`src/rtl/uart_tx_serializer_p_pkg.sv`:
```
// Shared constants and types for the UART TX serializer and its parity helper.
package uart_tx_pkg;

  localparam logic PAR_EVEN    = 1'b0;
  localparam logic PAR_ODD     = 1'b1;
  localparam logic LSB_FIRST_C = 1'b0;
  localparam logic MSB_FIRST_C = 1'b1;

  typedef enum logic {
    IDLE  = 1'b0,
    SHIFT = 1'b1
  } ser_state_t;

endpackage

```
`src/rtl/uart_tx_serializer_p_if.sv`:
```
// Load port of the TX serializer: one word plus its parity type and bit order.
//
// Handshake: a word transfers on a rising clock edge where DATA_VALID && ld_ready.
// The producer (master) drives P_DATA, PAR_TYP and MSB_FIRST alongside DATA_VALID.
// The serializer (slave) drives ld_ready. ld_ready does not depend on DATA_VALID,
// and DATA_VALID while ld_ready=0 is simply ignored (nothing is captured).
interface uart_tx_serializer_p_if #(
  parameter int DATA_WIDTH = 8
);

  logic [DATA_WIDTH-1:0] P_DATA;
  logic                  DATA_VALID;
  logic                  ld_ready;
  logic                  PAR_TYP;
  logic                  MSB_FIRST;

  modport master (
    output P_DATA,
    output DATA_VALID,
    output PAR_TYP,
    output MSB_FIRST,
    input  ld_ready
  );

  modport slave (
    input  P_DATA,
    input  DATA_VALID,
    input  PAR_TYP,
    input  MSB_FIRST,
    output ld_ready
  );

endinterface

```
`src/rtl/uart_tx_serializer_p_parity_calc.sv`:
```
// Combinational parity generator, shared by the TX serializer and the RX checker.
// par_typ = 0 gives even parity (^data), par_typ = 1 gives odd parity (~^data).
module uart_parity_calc #(
  parameter int DATA_WIDTH = 8
) (
  input  logic [DATA_WIDTH-1:0] data,
  input  logic                  par_typ,
  output logic                  par
);

  // Odd parity is the inverted XOR reduction; par_typ selects the inversion.
  assign par = (^data) ^ par_typ;

endmodule

```
`src/rtl/uart_tx_serializer_p.sv`:
```
// Double-buffered parallel-to-serial converter for the UART TX path.
// A one-word holding buffer accepts the next word while the current one shifts;
// each ser_en strobe emits one data bit, and par_bit holds the word's parity.
module uart_tx_serializer_p
  import uart_tx_pkg::*;
#(
  parameter  int DATA_WIDTH = 8,
  localparam int CNT_W      = $clog2(DATA_WIDTH)
) (
  input  logic                 CLK,
  input  logic                 RST,
  uart_tx_serializer_p_if.slave ld_if,
  input  logic                 ser_en,
  output logic                 ser_data,
  output logic                 ser_done,
  output logic                 par_bit,
  output logic                 ser_busy,
  output logic                 word_avail,
  output ser_state_t           dbg_state,
  output logic [CNT_W-1:0]     dbg_cnt
);

  ser_state_t            r_state, w_nxt_state;
  logic [DATA_WIDTH-1:0] r_hold, r_shreg, w_nxt_shreg, w_ld_norm;
  logic [CNT_W-1:0]      r_cnt, w_nxt_cnt;
  logic                  r_hold_par, r_hold_valid;
  logic                  r_ser_data, w_nxt_ser_data;
  logic                  r_ser_done, w_nxt_ser_done;
  logic                  r_par_bit, w_nxt_par_bit;
  logic                  w_load, w_consume, w_par;

  // Load only into an empty buffer; consume only from a full one, so they never coincide.
  assign w_load         = ld_if.DATA_VALID && !r_hold_valid;
  assign ld_if.ld_ready = !r_hold_valid;

  // Parity uses the normalised hold word; XOR is order-independent, so the
  // result equals the parity of the word as presented on P_DATA.
  uart_parity_calc #(.DATA_WIDTH(DATA_WIDTH)) u_parity (
    .data    (r_hold),
    .par_typ (r_hold_par),
    .par     (w_par)
  );

  // Normalise bit order at load so index 0 is always the first bit on the line.
  always_comb begin
    w_ld_norm = ld_if.P_DATA;
    if (ld_if.MSB_FIRST == MSB_FIRST_C) begin
      for (int i = 0; i < DATA_WIDTH; i++) begin
        w_ld_norm[i] = ld_if.P_DATA[DATA_WIDTH-1-i];
      end
    end
  end

  // Holding buffer: capture on accepted load, release when the shifter takes the word.
  always_ff @(posedge CLK or negedge RST) begin
    if (!RST) begin
      r_hold       <= '0;
      r_hold_par   <= PAR_EVEN;
      r_hold_valid <= 1'b0;
    end else if (w_consume) begin
      r_hold_valid <= 1'b0;
    end else if (w_load) begin
      r_hold       <= w_ld_norm;
      r_hold_par   <= ld_if.PAR_TYP;
      r_hold_valid <= 1'b1;
    end
  end

  // Shifter state and registered serial outputs.
  always_ff @(posedge CLK or negedge RST) begin
    if (!RST) begin
      r_state    <= IDLE;
      r_cnt      <= '0;
      r_shreg    <= '0;
      r_ser_data <= 1'b0;
      r_ser_done <= 1'b0;
      r_par_bit  <= 1'b0;
    end else begin
      r_state    <= w_nxt_state;
      r_cnt      <= w_nxt_cnt;
      r_shreg    <= w_nxt_shreg;
      r_ser_data <= w_nxt_ser_data;
      r_ser_done <= w_nxt_ser_done;
      r_par_bit  <= w_nxt_par_bit;
    end
  end

  // Next-state logic: everything holds unless ser_en advances the shifter.
  always_comb begin
    w_nxt_state    = r_state;
    w_nxt_cnt      = r_cnt;
    w_nxt_shreg    = r_shreg;
    w_nxt_ser_data = r_ser_data;
    w_nxt_ser_done = 1'b0;
    w_nxt_par_bit  = r_par_bit;
    w_consume      = 1'b0;
    unique case (r_state)
      IDLE: begin
        if (ser_en && r_hold_valid) begin
          w_nxt_ser_data = r_hold[0];
          w_nxt_shreg    = r_hold;
          w_nxt_cnt      = CNT_W'(1);
          w_nxt_par_bit  = w_par;
          w_consume      = 1'b1;
          w_nxt_state    = SHIFT;
        end
      end
      SHIFT: begin
        if (ser_en) begin
          w_nxt_ser_data = r_shreg[r_cnt];
          if (r_cnt == CNT_W'(DATA_WIDTH-1)) begin
            w_nxt_ser_done = 1'b1;
            w_nxt_cnt      = '0;
            w_nxt_state    = IDLE;
          end else begin
            w_nxt_cnt = r_cnt + CNT_W'(1);
          end
        end
      end
      default: w_nxt_state = IDLE;
    endcase
  end

  assign ser_data   = r_ser_data;
  assign ser_done   = r_ser_done;
  assign par_bit    = r_par_bit;
  assign ser_busy   = (r_state == SHIFT);
  assign word_avail = r_hold_valid;
  assign dbg_state  = r_state;
  assign dbg_cnt    = r_cnt;

endmodule

```
`src/flat_wrapper.sv`:
```
// flat-port wrapper written by rule: the top's interface ports become plain ports
module uart_tx_serializer_p_flat import uart_tx_pkg::*;
#(
  parameter  int DATA_WIDTH = 8,
  localparam int CNT_W      = $clog2(DATA_WIDTH)
)
  (CLK, RST, ser_en, ser_data, ser_done, par_bit, ser_busy, word_avail, dbg_state, dbg_cnt, ld_if_P_DATA, ld_if_DATA_VALID, ld_if_PAR_TYP, ld_if_MSB_FIRST, ld_if_ld_ready);
  uart_tx_serializer_p_if #(.DATA_WIDTH(DATA_WIDTH)) ld_if_i ();
  input  logic CLK;
  input  logic RST;
  input  logic ser_en;
  output logic ser_data;
  output logic ser_done;
  output logic par_bit;
  output logic ser_busy;
  output logic word_avail;
  output ser_state_t dbg_state;
  output logic [CNT_W-1:0] dbg_cnt;
  input wire logic [$bits(ld_if_i.P_DATA)-1:0] ld_if_P_DATA;
  input wire logic [$bits(ld_if_i.DATA_VALID)-1:0] ld_if_DATA_VALID;
  input wire logic [$bits(ld_if_i.PAR_TYP)-1:0] ld_if_PAR_TYP;
  input wire logic [$bits(ld_if_i.MSB_FIRST)-1:0] ld_if_MSB_FIRST;
  output wire logic [$bits(ld_if_i.ld_ready)-1:0] ld_if_ld_ready;
  assign ld_if_i.P_DATA = ld_if_P_DATA;
  assign ld_if_i.DATA_VALID = ld_if_DATA_VALID;
  assign ld_if_i.PAR_TYP = ld_if_PAR_TYP;
  assign ld_if_i.MSB_FIRST = ld_if_MSB_FIRST;
  assign ld_if_ld_ready = ld_if_i.ld_ready;
  uart_tx_serializer_p #(.DATA_WIDTH(DATA_WIDTH)) u_core (.CLK(CLK), .RST(RST), .ld_if(ld_if_i), .ser_en(ser_en), .ser_data(ser_data), .ser_done(ser_done), .par_bit(par_bit), .ser_busy(ser_busy), .word_avail(word_avail), .dbg_state(dbg_state), .dbg_cnt(dbg_cnt));
endmodule
```
`config.mk`:
```
export PLATFORM = sky130hd
export DESIGN_NAME = uart_tx_serializer_p_flat
export DESIGN_NICKNAME = d
export VERILOG_FILES = /design/src/rtl/uart_tx_serializer_p_pkg.sv /design/src/rtl/uart_tx_serializer_p_if.sv /design/src/rtl/uart_tx_serializer_p_parity_calc.sv /design/src/rtl/uart_tx_serializer_p.sv /design/src/flat_wrapper.sv
export SDC_FILE = /design/constraint.sdc
export NUM_CORES = 1
export LEC_CHECK = 0
export ABC_AREA = 0
export BUFFER_PORTS_ARGS = -buffer_cell sky130_fd_sc_hd__clkbuf_2
export CORE_AREA = 2 2 52 54
export DETAILED_ROUTE_END_ITERATION = 16
export DIE_AREA = 0 0 54 56
export GPL_ROUTABILITY_DRIVEN = 0
export PLACE_DENSITY = 0.75
export SLEW_MARGIN = 25
export SYNTH_ARGS = -nofsm -noshare
export SYNTH_HDL_FRONTEND = slang
export SYNTH_HIERARCHICAL = 1
export SYNTH_SLANG_ARGS = --single-unit
```
`constraint.sdc`:
```
create_clock -name CLK -period 1.9 [get_ports CLK]
set_input_delay 0.38 -clock CLK [delete_from_list [all_inputs] [get_ports CLK]]
set_output_delay 0.38 -clock CLK [all_outputs]
set_load 0.03 [all_outputs]
```
==> impl_metrics.tcl <==
set metrics [dict create \
    status "complete, no violations" \
    core_mm2 0.00243 \
    ys_ff_latch 25 \
    routed_wl_mm 2.21 \
    cts_setup_buffers 0 \
    cts_max_level 1 \
    design_area_mm2 0.00139 \
    diodes 0 \
    synth_top_area_share_pct 51.1 \
    finalHoldViolations 0 \
    synth_area_mm2 0.00122 \
    worst_setup_path_end_kind "flop" \
    slew_violations 0 \
    synth_top_cell_by_area "dfrtp_1" \
    swShare_pct 38.1 \
    final-setup-viol-count 0 \
    p_sw_w 0.000862 \
    tightest_slew_ns 0.615 \
    worst_path_max_delay_cell "dfrtp_1" \
    cts_tree "done" \
    grt_overflow_total 0 \
    nets 142 \
    seqPwrFrac_pct 42.7 \
    worstPathArrival_ns 1.73 \
    syn_nets 118 \
    synth_area_leaders "dfrtp_1, mux2_2, mux2i_1, o21ai_0, xnor2_1" \
    grt_pass1_wl_mm 3.62 \
    intPower_w 0.00140 \
    clkTransAtPathRegs_ns 0.13 \
    leakage_nw 0.712 \
    grt_pass1_vias 806 \
    vias 828 \
    avgSynthCellArea_um2 12.0 \
    min_period_over_period_pct 79.7 \
    final_cell_mix "dfrtp_1, clkbuf_2, mux2i_1" \
    critPathKind "reg2reg" \
    die_h_um 56 \
    numCtsBuffers 3 \
    io_buffers 23 \
    path_cells "inv_1 -> nand3_1 -> mux2_2" \
    max_cap_viol_count 0 \
    grtUsageTotal_pct 16.7 \
    via_per_inst 5.34 \
    nFillCells 214 \
    die_w_um 54 \
    syn_to_final_growth_pct 13.2 \
    clock_sinks 25 \
    fin_crit_ns 1.52 \
    ys_seq_area_share_pct 51.1 \
    power_frac_comb_pct 47.0 \
    yosysUniqueCellTypes 27 \
    antenna_found_initial 0 \
    finalClockSkew_ns 0.00444 \
    power_w 0.00226 \
    drive_above_1_share_pct 33.6 \
    ioPinCount 24 \
    wl_per_cell_um 14.3 \
    grt_max_degree 26 \
    setup_tns_ns 0 \
    rsz0062_at_grt "no" \
    cts_resized 0 \
    drc 0 \
    vdd_drop_max_mv 0.938 \
    layout_commonest_cell "dfrtp_1" \
    slew_headroom_pct 59.0 \
    insertion_delay_ns 0.32 \
    ys_warn_count 6 \
    drt_iter0_drc 12 \
    dp_hpwl_mm 1.76 \
    row_count 18 \
    clockRootBuffer "clkbuf_4" \
    crit_path_max_fanout 10 \
    ctsHoldBuffers 0 \
    holdCritPathClass "in2async" \
    p_per_area_mw_per_mm2 1630 \
    fmax_ghz 0.660 \
    clkPwrFrac_pct 10.3 \
    critPathMaxStageDelay_ns 0.46 \
    postRouteAntennaNets 0 \
    cts_buffer_depth 2 \
    synth_cells 102 \
    dieArea_mm2 0.00302 \
    start_util_pct 50.4 \
    worst_ep_required_time_ns 2.12 \
    hold_ws_ns 0.0446 \
    dpl_cell_area_mm2 0.00136 \
    dr.pass1.iters 3 \
    worstSetupStartpointType "flop" \
]
flip-flops by register name, summed over array words and instances, names as in the netlist:
| signal | cells |
|---|---|
| u_core/dbg_cnt | 3 |
| u_core/r_shreg | 8 |
| u_core/r_hold_par | 1 |
| u_core/r_hold | 8 |
| u_core/ser_data | 1 |
| u_core/ser_done | 1 |
| u_core/dbg_state | 1 |
| u_core/par_bit | 1 |
| u_core/word_avail | 1 |
power groups by stage:
stage / sequential, W / clock, W / combinational (W)
after global routing: 0.00100 / 0.000271 / 0.00117
after floorplan: 0.00105 / 0 / 0.000754
after CTS: 0.000968 / 0.000242 / 0.00108
after detailed placement: 0.000982 / 0 / 0.00108
final: 0.000966 / 0.000232 / 0.00106
after global placement: 0.000967 / 0 / 0.00104
synthesized netlist by cell type (all sizes together):
cell	n
dfrtp	25
mux2i	11
mux2	10
o21ai	10
nand2	8
inv	5
xnor2	5
clkbuf	4
nand3	3
a21oi	2
buf	2
ha	2
nand2b	2
nor2	2
a2111o	1
a21o	1
a221oi	1
and3	1
mux4	1
nor2b	1
o21a	1
o221a	1
o22a	1
xnor3	1
xor2	1
cell type report:
type	count	area [µm²]	area share, %
Clock buffer	3	22.5	1.62
Clock inverter	1	5.00	0.361
Sequential cell	25	626	45.1
Timing Repair Buffer	25	130	9.39
Inverter	5	18.8	1.35
Multi-Input combinational cell	66	547	39.4
Tap cell	30	37.5	2.71
routing by layer:
metal / share of wire (%) / track usage (%)
met2: 52 / 27.5
met4: 2.0 / 7.50
met3: 5.0 / 2.69
met5: 0 / 0
met1: 41 / 21.0
cell families after synthesis:
logic type / synth area share (%)
flip-flops: 51.1
AO/OA/AOI/OAI: 9.50
buffers and inverters: 4.29
adder cells (fa/ha/maj): 2.04
AND/OR/NAND/NOR: 6.33
multiplexers: 20.0
XOR/XNOR: 6.74
final timing paths:
kind                       cells past startpoint  slack [ns]        startpoint                end
setup / recovery                               3        0.38  u_core/dbg_state  u_core/r_shreg[0]
hold / removal                                 1        0.04               RST    u_core/ser_data
setup reg to reg                               3        0.38  u_core/dbg_state  u_core/r_shreg[0]
hold reg to reg                                1        0.52    u_core/par_bit     u_core/par_bit
max in group asynchronous                      1        1.46               RST   u_core/dbg_state
min in group CLK                               2        0.30  ld_if_DATA_VALID  u_core/word_avail
stage by stage:
step                worst slack [ns]  cells  utilization (%)
global route                   0.321    155             57.0
detailed placement             0.394    151             55.9
floorplan                      0.118    102                -
global placement               0.399    151             55.9
finish                         0.385    155             57.0
CTS                            0.378    155             57.0
worst max-delay path, delay by kind of cell, from the launching register on:
kind                   cells  cell delay, ns
AND/OR/NAND/NOR            1            0.37
buffers and inverters      1            0.17
multiplexers               1            0.41
flip-flops                 1            0.46
Power figures use the tool's default switching activity.
